==> src/rtl/pipeline_sequencer.sv <==
// -----------------------------------------------------------------------------
// pipeline_sequencer
//
// Central stall / flush / enable controller for the 5-stage MIPS pipeline.
// A single FSM combines the icache and dcache hits, the MEM-stage data
// request, the load-use hazard, the MEM-stage redirect and halt. It produces
// the enables and flushes of the four pipeline latches, the PC enable and
// select, the dcache request gate and the registered processor halt.
//
// The WAIT_D / WAIT_I states remember a hit that arrived before its partner:
// WAIT_D means the instruction fetch already hit and only the data access
// is outstanding; WAIT_I means the data access already hit and only the
// fetch is outstanding. The pipeline advances once both sides are satisfied.
//
// Parameters:
//   DRAIN_CYCLES  cycles spent in DRAIN after halt is accepted (1..15)
//   STALL_W       width of the saturating stall-cycle counter
//
// Ports:
//   CLK           rising-edge clock
//   nRST          synchronous active-low reset
//   ihit          icache hit this cycle
//   dhit          dcache hit this cycle
//   dreq          MEM stage holds a load or store
//   load_use      ID instruction needs a load result still in EX
//   redirect      MEM stage resolved a mispredict, J/JAL or JR
//   halt_mem      halt instruction in MEM
//   en_fd/de/em/mw     pipeline latch enables
//   flush_fd/de/em     pipeline latch flushes (meaningful with the enable)
//   pc_en         PC update enable
//   pc_redirect   PC takes the MEM-stage target
//   dmem_req_en   gate on dmemREN/dmemWEN
//   halt          registered processor halt
//   stall_cnt     saturating count of stalled cycles
// -----------------------------------------------------------------------------
module pipeline_sequencer #(
    parameter int unsigned DRAIN_CYCLES = 2,
    parameter int unsigned STALL_W      = 16
) (
    input  logic               CLK,
    input  logic               nRST,
    input  logic               ihit,
    input  logic               dhit,
    input  logic               dreq,
    input  logic               load_use,
    input  logic               redirect,
    input  logic               halt_mem,
    output logic               en_fd,
    output logic               en_de,
    output logic               en_em,
    output logic               en_mw,
    output logic               flush_fd,
    output logic               flush_de,
    output logic               flush_em,
    output logic               pc_en,
    output logic               pc_redirect,
    output logic               dmem_req_en,
    output logic               halt,
    output logic [STALL_W-1:0] stall_cnt
);

    // Drain counter is wide enough for the full 1..15 range of DRAIN_CYCLES.
    localparam int unsigned            DRAIN_W    = 4;
    localparam logic [DRAIN_W-1:0]     DRAIN_LOAD = DRAIN_W'(DRAIN_CYCLES - 1);
    localparam logic [STALL_W-1:0]     STALL_MAX  = '1;

    typedef enum logic [2:0] {
        RUN    = 3'd0,
        WAIT_D = 3'd1,
        WAIT_I = 3'd2,
        DRAIN  = 3'd3,
        HALTED = 3'd4
    } state_t;

    state_t             state;
    state_t             next_state;
    logic [DRAIN_W-1:0] drain_cnt;
    logic [DRAIN_W-1:0] drain_cnt_next;

    logic active;     // FSM is in one of the hit-collecting states
    logic i_seen;     // fetch hit already captured
    logic d_seen;     // data hit already captured
    logic adv;        // whole pipeline may advance this cycle
    logic bubble;     // load-use bubble inserted this cycle
    logic stall_inc;  // this cycle counts as a stall

    // -------------------------------------------------------------------------
    // Hit bookkeeping and advance condition
    // -------------------------------------------------------------------------
    always_comb begin
        // Reset holds all combinational outputs quiet, as if in RUN with
        // every input low.
        active = nRST & ((state == RUN) | (state == WAIT_D) | (state == WAIT_I));
        i_seen = (state == WAIT_D);
        d_seen = (state == WAIT_I);

        // A captured hit stands in for the live one; with no data request
        // the dcache side is trivially satisfied.
        adv = active & (ihit | i_seen) & (~dreq | dhit | d_seen);

        // Once the dcache hit is captured the request is withdrawn so the
        // access is not repeated while the fetch side catches up.
        dmem_req_en = active & dreq & ~d_seen;
    end

    // -------------------------------------------------------------------------
    // Next-state and latch-control logic
    // -------------------------------------------------------------------------
    always_comb begin
        // NOTE: every signal driven here gets a default first so no path
        // through the case statement leaves it unassigned (no latches).
        next_state     = state;
        drain_cnt_next = drain_cnt;
        en_fd          = 1'b0;
        en_de          = 1'b0;
        en_em          = 1'b0;
        en_mw          = 1'b0;
        flush_fd       = 1'b0;
        flush_de       = 1'b0;
        flush_em       = 1'b0;
        pc_en          = 1'b0;
        pc_redirect    = 1'b0;
        bubble         = 1'b0;

        unique case (state)
            RUN, WAIT_D, WAIT_I: begin
                if (adv) begin
                    next_state = RUN;
                    if (halt_mem) begin
                        // Halt retires through WB; everything younger is
                        // squashed and the PC is frozen.
                        en_fd          = 1'b1;
                        en_de          = 1'b1;
                        en_em          = 1'b1;
                        en_mw          = 1'b1;
                        flush_fd       = 1'b1;
                        flush_de       = 1'b1;
                        flush_em       = 1'b1;
                        next_state     = DRAIN;
                        drain_cnt_next = DRAIN_LOAD;
                    end else if (redirect) begin
                        // Redirect squashes the wrong-path instructions and
                        // outranks load_use, whose consumer is being squashed.
                        en_fd       = 1'b1;
                        en_de       = 1'b1;
                        en_em       = 1'b1;
                        en_mw       = 1'b1;
                        flush_fd    = 1'b1;
                        flush_de    = 1'b1;
                        flush_em    = 1'b1;
                        pc_en       = 1'b1;
                        pc_redirect = 1'b1;
                    end else if (load_use) begin
                        // Hold IF/ID and the PC; inject a bubble into ID/EX
                        // while the load moves on to produce its result.
                        en_de    = 1'b1;
                        flush_de = 1'b1;
                        en_em    = 1'b1;
                        en_mw    = 1'b1;
                        bubble   = 1'b1;
                    end else begin
                        en_fd = 1'b1;
                        en_de = 1'b1;
                        en_em = 1'b1;
                        en_mw = 1'b1;
                        pc_en = 1'b1;
                    end
                end else if (state == RUN) begin
                    // Only an active data request makes an early hit worth
                    // remembering; a stray dhit with dreq low is ignored.
                    if (ihit & dreq & ~dhit) begin
                        next_state = WAIT_D;
                    end else if (dhit & dreq & ~ihit) begin
                        next_state = WAIT_I;
                    end
                end
            end

            DRAIN: begin
                // Only the MEM/WB latch moves so the halt and the
                // instructions ahead of it finish writing back.
                en_mw = 1'b1;
                if (drain_cnt == '0) begin
                    next_state = HALTED;
                end else begin
                    drain_cnt_next = drain_cnt - DRAIN_W'(1);
                end
            end

            HALTED: begin
                // Terminal: only reset leaves this state.
            end

            default: begin
                next_state = RUN;
            end
        endcase

        stall_inc = active & (~adv | bubble);
    end

    // -------------------------------------------------------------------------
    // State, drain counter, stall counter and halt registers
    // -------------------------------------------------------------------------
    always_ff @(posedge CLK) begin
        // NOTE: non-blocking assignments throughout so every register samples
        // the pre-edge values regardless of statement order.
        if (!nRST) begin
            state     <= RUN;
            drain_cnt <= '0;
            stall_cnt <= '0;
            halt      <= 1'b0;
        end else begin
            state     <= next_state;
            drain_cnt <= drain_cnt_next;
            if (stall_inc && (stall_cnt != STALL_MAX)) begin
                stall_cnt <= stall_cnt + STALL_W'(1);
            end
            // Registered from next_state so halt rises on the first HALTED
            // cycle and stays high until reset.
            halt      <= (next_state == HALTED);
        end
    end

endmodule

==> config.mk <==
export PLATFORM = sky130hd
export DESIGN_NAME = pipeline_sequencer
export DESIGN_NICKNAME = d
export VERILOG_FILES = /design/src/rtl/pipeline_sequencer.sv
export SDC_FILE = /design/constraint.sdc
export NUM_CORES = 1
export LEC_CHECK = 0
export CORE_AREA = 2 2 62 50
export CTS_CLUSTER_DIAMETER = 150
export CTS_CLUSTER_SIZE = 40
export DETAILED_ROUTE_END_ITERATION = 8
export DIE_AREA = 0 0 64 52
export DONT_BUFFER_PORTS = 1
export GPL_ROUTABILITY_DRIVEN = 0
export PLACE_DENSITY_LB_ADDON = 0.25
export SYNTH_ARGS = -nofsm -noshare
export SYNTH_HDL_FRONTEND = slang
export SYNTH_SLANG_ARGS = --single-unit
==> constraint.sdc <==
create_clock -name CLK -period 1.86 [get_ports CLK]
set_input_delay 0.372 -clock CLK [delete_from_list [all_inputs] [get_ports CLK]]
set_output_delay 0.372 -clock CLK [all_outputs]
set_load 0.1 [all_outputs]
* Word level (Yosys, flattened, before mapping)
Index checks and enable logic that the tools add are counted.
** Word-level totals
- Register bits after elaboration :: 24
- Logic and storage cells :: 80
- Input port bits :: 8
- Output and inout port bits :: 27
** Operators by class
- Mux-type cells :: 38
- Add/sub/neg operators :: 2
- Equal/unequal tests :: 9
- Bitwise gates (word level) :: 21
- Reduce and logical (&&, ||, !) cells :: 6
** Operators by type and width (count)
- $mux 1 :: 26
- $add 16x1->16 const B :: 1
- $ne 16x16->1 const B :: 1
- $mux 3 :: 5
- $mux 4 :: 3
- $and 1x1->1 :: 10
- $pmux 3 s3 :: 1
- $pmux 4 s2 :: 1
- $eq 3x2->1 const B :: 2
- $eq 3x3->1 const B :: 2
- $ne 2x2->1 const B :: 3
- $or 1x1->1 :: 6
- $not 1->1 :: 5
- $logic_not 4->1 :: 1
- $reduce_and 4->1 :: 1
- $sub 4x1->4 const B :: 1
- $eq 3x1->1 const B :: 1
- $logic_not 3->1 :: 1
- $reduce_or 3->1 :: 1
- $mux 2 :: 1
- $pmux 1 s2 :: 1
- $reduce_bool 2->1 :: 1
- $logic_and 1x1->1 :: 1

* Logic depth before layout (Yosys ltp)
- Word-level depth :: 11
- Mapped depth :: 7
- Gate-level depth less buffers :: 6

* Least setup slack after synthesis
No wires, ideal clock.
- Kind :: flip-flop to output port
- Start :: register state[2]
- End :: output port pc_en
- Slack :: -1.718 ns
- Arrival :: 3.206 ns
- Path buffers :: 2
- Cell stages (with the launch flop) :: 6
- Cells stage by stage :: dfxtp_1 clkbuf_1 a21o_1 or3_1 clkbuf_1 nor3_1
** Between the ends
- Cells in the longest elaborated chain, start to end :: 8
- Elaborated cells between the ends (all ways) :: 13
- Classes of those cells :: 2 x eq/ne; 2 x mux; 7 x bitwise; 2 x reduce/logical
** Ends and longest elaborated chain
- start, declared :: RTL line 75 : state_t state;
- start signal, assigned :: RTL line 214 : state <= next_state;
- $eq 3x1->1 / $logic_not 3->1 (equally long branches) :: RTL line 93, 94, 125
- $or 1x1->1 (2 in series) :: RTL line 93 : active = nRST & ((state == RUN) | (state == WAIT_D) | (state == WAIT_I));
- $and 1x1->1 :: RTL line 93
- $and 1x1->1 (2 in series) :: RTL line 99 : adv = active & (ihit | i_seen) & (~dreq | dhit | d_seen);
- $mux 1 :: RTL line 127 : if (adv) begin
- $mux 1 * :: RTL line 125 : unique case (state)
- end, declared :: RTL line 55 : output logic pc_en,
Every way passes the cells marked *; elsewhere a longest branch is shown, timed or not.

* Worst setup path after layout
- Start :: register state[1]
- End :: output port pc_redirect
** Between the ends
- Cells in the longest elaborated chain, start to end :: 8
- Elaborated cells between the ends (all ways) :: 13
- Classes of those cells :: 2 x eq/ne; 2 x mux; 7 x bitwise; 2 x reduce/logical
** Ends and longest elaborated chain
- $eq 3x1->1 / $logic_not 3->1 (equally long branches) :: RTL line 93, 94, 125
- $or 1x1->1 (2 in series) :: RTL line 93
- $and 1x1->1 :: RTL line 93
- $and 1x1->1 (2 in series) :: RTL line 99
- $mux 1 :: RTL line 127
- $mux 1 * :: RTL line 125
- end, declared :: RTL line 56 : output logic pc_redirect,
Marked as above.

==> reports/results.tsv <==
stage	metric	value	unit
placement	port buffer count	0	
pwr	Pleak	0.779	nW
route	vias per inst	6.19	
pwr	Pwr Total	0.00150	W
yosys	register area share after synthesis	33.5	%
route	DRT iter0 DRCs	76	
die	die width	64	um
placement	Placed Instances	243	
global_routing	GRT met2 Usage	43.9	%
timing	hold_ws	0.155	ns
timing	Final Cycle Share	115	%
global_routing	Total GRT Usage	26.2	%
global_routing	met1 global-route usage	32.3	%
timing	# setup viols final	10	
clock_network	CTS buffer count	3	
flow_run	Max Cap Violations	0	
critical_path	R2R setup slack	-0.02	ns
yosys	share of the synthesized area in the top cell type	33.5	%
die	Row Count	17	
critical_path	Worst Path Max Fanout	5	
timing	Final Hold Fails	0	
placement	post-DP HPWL	3.00	mm
timing	Slew HR	69.6	%
die	Die Area	3330	sq um
route	via count	1547	
pwr	clock share of power	25.5	%
critical_path	reg2reg end	stall_cnt[14]	
timing	fmax	469	MHz
timing	unrepaired setup endpoints after global routing	yes	
timing	Max Slew Vio Count	0	
pwr	combinational fraction of design power	38.0	%
layout	Layout Nets	224	
global_routing	M3 GR Usage	7.14	%
yosys	predominant post-synthesis flop cell	dfxtp_1	
clock_network	H-Tree Depth	1	
yosys	Mapped Area	1430	sq um
timing	clock skew	0.00583	ns
route	# DRC	0	
critical_path	crit-path max cell delay	0.39	ns
critical_path	crit-path cells	a21o_1, or3_4, clkinvlp_4, and3_4	
pwr	NetSw	0.000558	W
die	io pins	35	
clock_network	CTS Sinks	24	
yosys	yosys warns	0	
global_routing	vias in the first global route	1409	
yosys	Synth cell types	39	
die	core box area	2740	sq um
yosys	area leader, netlist	dfxtp_1	
pwr	Pint	0.000945	W
yosys	number of synthesized register bits	24	
layout	Layout Cells excl Fill	250	
route	ANT nets after route	0	
layout	ant diodes	0	
route	drt total wl	4.22	mm
outcome	failing checks	setup timing	
clock_network	clk_lat worst skew	0.33	ns
critical_path	CP Capture Type	output pin	
critical_path	reg2reg path depth	8	
layout	fin area	2120	sq um
global_routing	pin count of the biggest net entering global routing	26	
critical_path	crit path to	pc_redirect	
clock_network	Root Buffer	clkbuf_4	
yosys	Post-synth EDFFs	0	
layout	Area Growth Syn to Fin	47.7	%
yosys	syn_area_per_cell	8.15	sq um
die	Initial Util	52.3	%
clock_network	CTS clk-pin slew, worst paths	0.14	ns
yosys	top post-synthesis cells by area	dfxtp_1 34%, or4_1 4.7%, a21oi_1 4.2%	
timing	minimum clock period	2.13	ns
critical_path	CP startpoint	state[1]	
critical_path	startpoint types	flop	
critical_path	worst path required time	1.49	ns
yosys	Cells after Synth	176	
timing	final setup margin	-0.274	ns
pwr	Seq pwr share	36.4	%
clock_network	hold_buf cts	0	
global_routing	first-pass GRT wire length	6.71	mm
timing	Fin Setup TNS	-1.92	ns
pwr	Switching Share	37.1	%
critical_path	Worst R2R Start	state[0]	
layout	most common cell after layout, fill and taps aside	buf_4	
layout	share of cells above drive strength 1	43.4	%
yosys	Async S/R FF share, synth	0	%
pwr	Max VDD drop	433	uV
global_routing	busiest grt layer	met2	
route	DR pass1 iterations	4	
outcome	status	finished, violations left	
yosys	Mapped Nets	187	
layout	Fillers	165	
clock_network	CTS tree	done	
pwr	Cell Pwr Density	709	nW/um^2
clock_network	clk buf depth	2	
placement	DP Area	1950	sq um
critical_path	classification of the worst setup path	flop to output pin	
global_routing	grt ovf	0	
critical_path	CP max-delay cell	dfxtp_4	
critical_path	arrival time of the worst setup path	1.76	ns
layout	most frequent cells in the layout	31 x buf_4, 15 x dfxtp_4, 12 x nand2_1	
global_routing	initial antenna violation count	0	
worst_hold_path	worst min path class	primary input to flop	
timing	Least-Margin Pin Slew	0.452	ns
die	DIE HEIGHT	52	um
route	WL/cell	16.9	um
[how the worst min path moves through the flow]
stage            startpoint       endpoint  slack (ns)  cells past startpoint
6_report               nRST  stall_cnt[15]        0.16                      1
5_1_grt                nRST  stall_cnt[15]        0.14                      1
4_1_cts                nRST  stall_cnt[15]        0.15                      1
3_5_place_dp   drain_cnt[1]   drain_cnt[1]        0.49                      2
3_3_place_gp   drain_cnt[1]   drain_cnt[1]        0.47                      2
2_1_floorplan  drain_cnt[1]   drain_cnt[1]        0.46                      2
[Yosys cell counts, types with 3 or more instances]
| cell type | number |
|---|---|
| nor4_1 | 7 |
| nand2b_1 | 6 |
| or3_1 | 5 |
| ha_1 | 3 |
| nor4b_1 | 3 |
| nand2_1 | 12 |
| nor3_1 | 6 |
| o21ai_0 | 6 |
| mux2i_1 | 6 |
| nand4_1 | 4 |
| inv_1 | 8 |
| dfxtp_1 | 24 |
| nand3_1 | 9 |
| a21oi_1 | 12 |
| or4_1 | 9 |
| buf_4 | 3 |
| clkbuf_1 | 6 |
| o31ai_1 | 8 |
| nor2_1 | 10 |
[cell type report]
cell class	instances	area [sq um]	share of cell area (%)
clock buffers	3	22.5	1.06
well taps	38	47.5	2.24
repair buffers	45	487	23.0
flip-flops and latches	24	541	25.5
multi-input cells	131	955	45.1
clock inverters	1	30.0	1.42
inverters	8	36.3	1.71
[registers in the layout, indices dropped and copies added (netlist names)]
register and cells:
stall_cnt 16, drain_cnt 4, state 3, halt 1
[kinds of logic after synthesis]
kind of cell,Yosys count,share of synthesized area (%)
flip-flops,24,33.5
buffers and inverters,21,7.50
multiplexers,6,4.19
AO/OA/AOI/OAI,37,16.9
adder cells (fa/ha/maj),3,2.62
AND/OR/NAND/NOR,83,34.0
XOR/XNOR,2,1.22
[layer usage]
metal	share of wire (%)	up-vias
li1	-	730
met2	49	82
met4	2.3	0
met1	39	719
met3	8.8	16
met5	0	-
[worst max-delay path, delay by kind of cell (launching register included)]
kind / cells / cell delay, ns
buf+inv: 1 / 0.10
compound gates: 1 / 0.18
simple gates: 2 / 0.77
flops: 1 / 0.39
[power groups by stage]
stage | clock network (W) | registers (W) | logic, W
2_1_floorplan | 0 | 0.000624 | 0.000324
3_3_place_gp | 0 | 0.000550 | 0.000511
3_5_place_dp | 0 | 0.000553 | 0.000527
4_1_cts | 0.000395 | 0.000543 | 0.000543
5_1_grt | 0.000423 | 0.000550 | 0.000595
6_report | 0.000384 | 0.000547 | 0.000572
[stage by stage]
step                      util [%]  worst slack, ns
final                         77.2           -0.274
after detailed placement      71.2          -0.0784
after global placement        71.2          -0.0349
after CTS                     74.6           -0.305
after floorplan                  -           -0.445
after global routing          77.2           -0.336
[repair_timing]
item                                    CTS  global route
buffers inserted                          0             3
resized for setup                        12             9
endpoints found under the setup margin   10            13
pin swaps                                 4             5
Power figures use the tool's default switching activity.
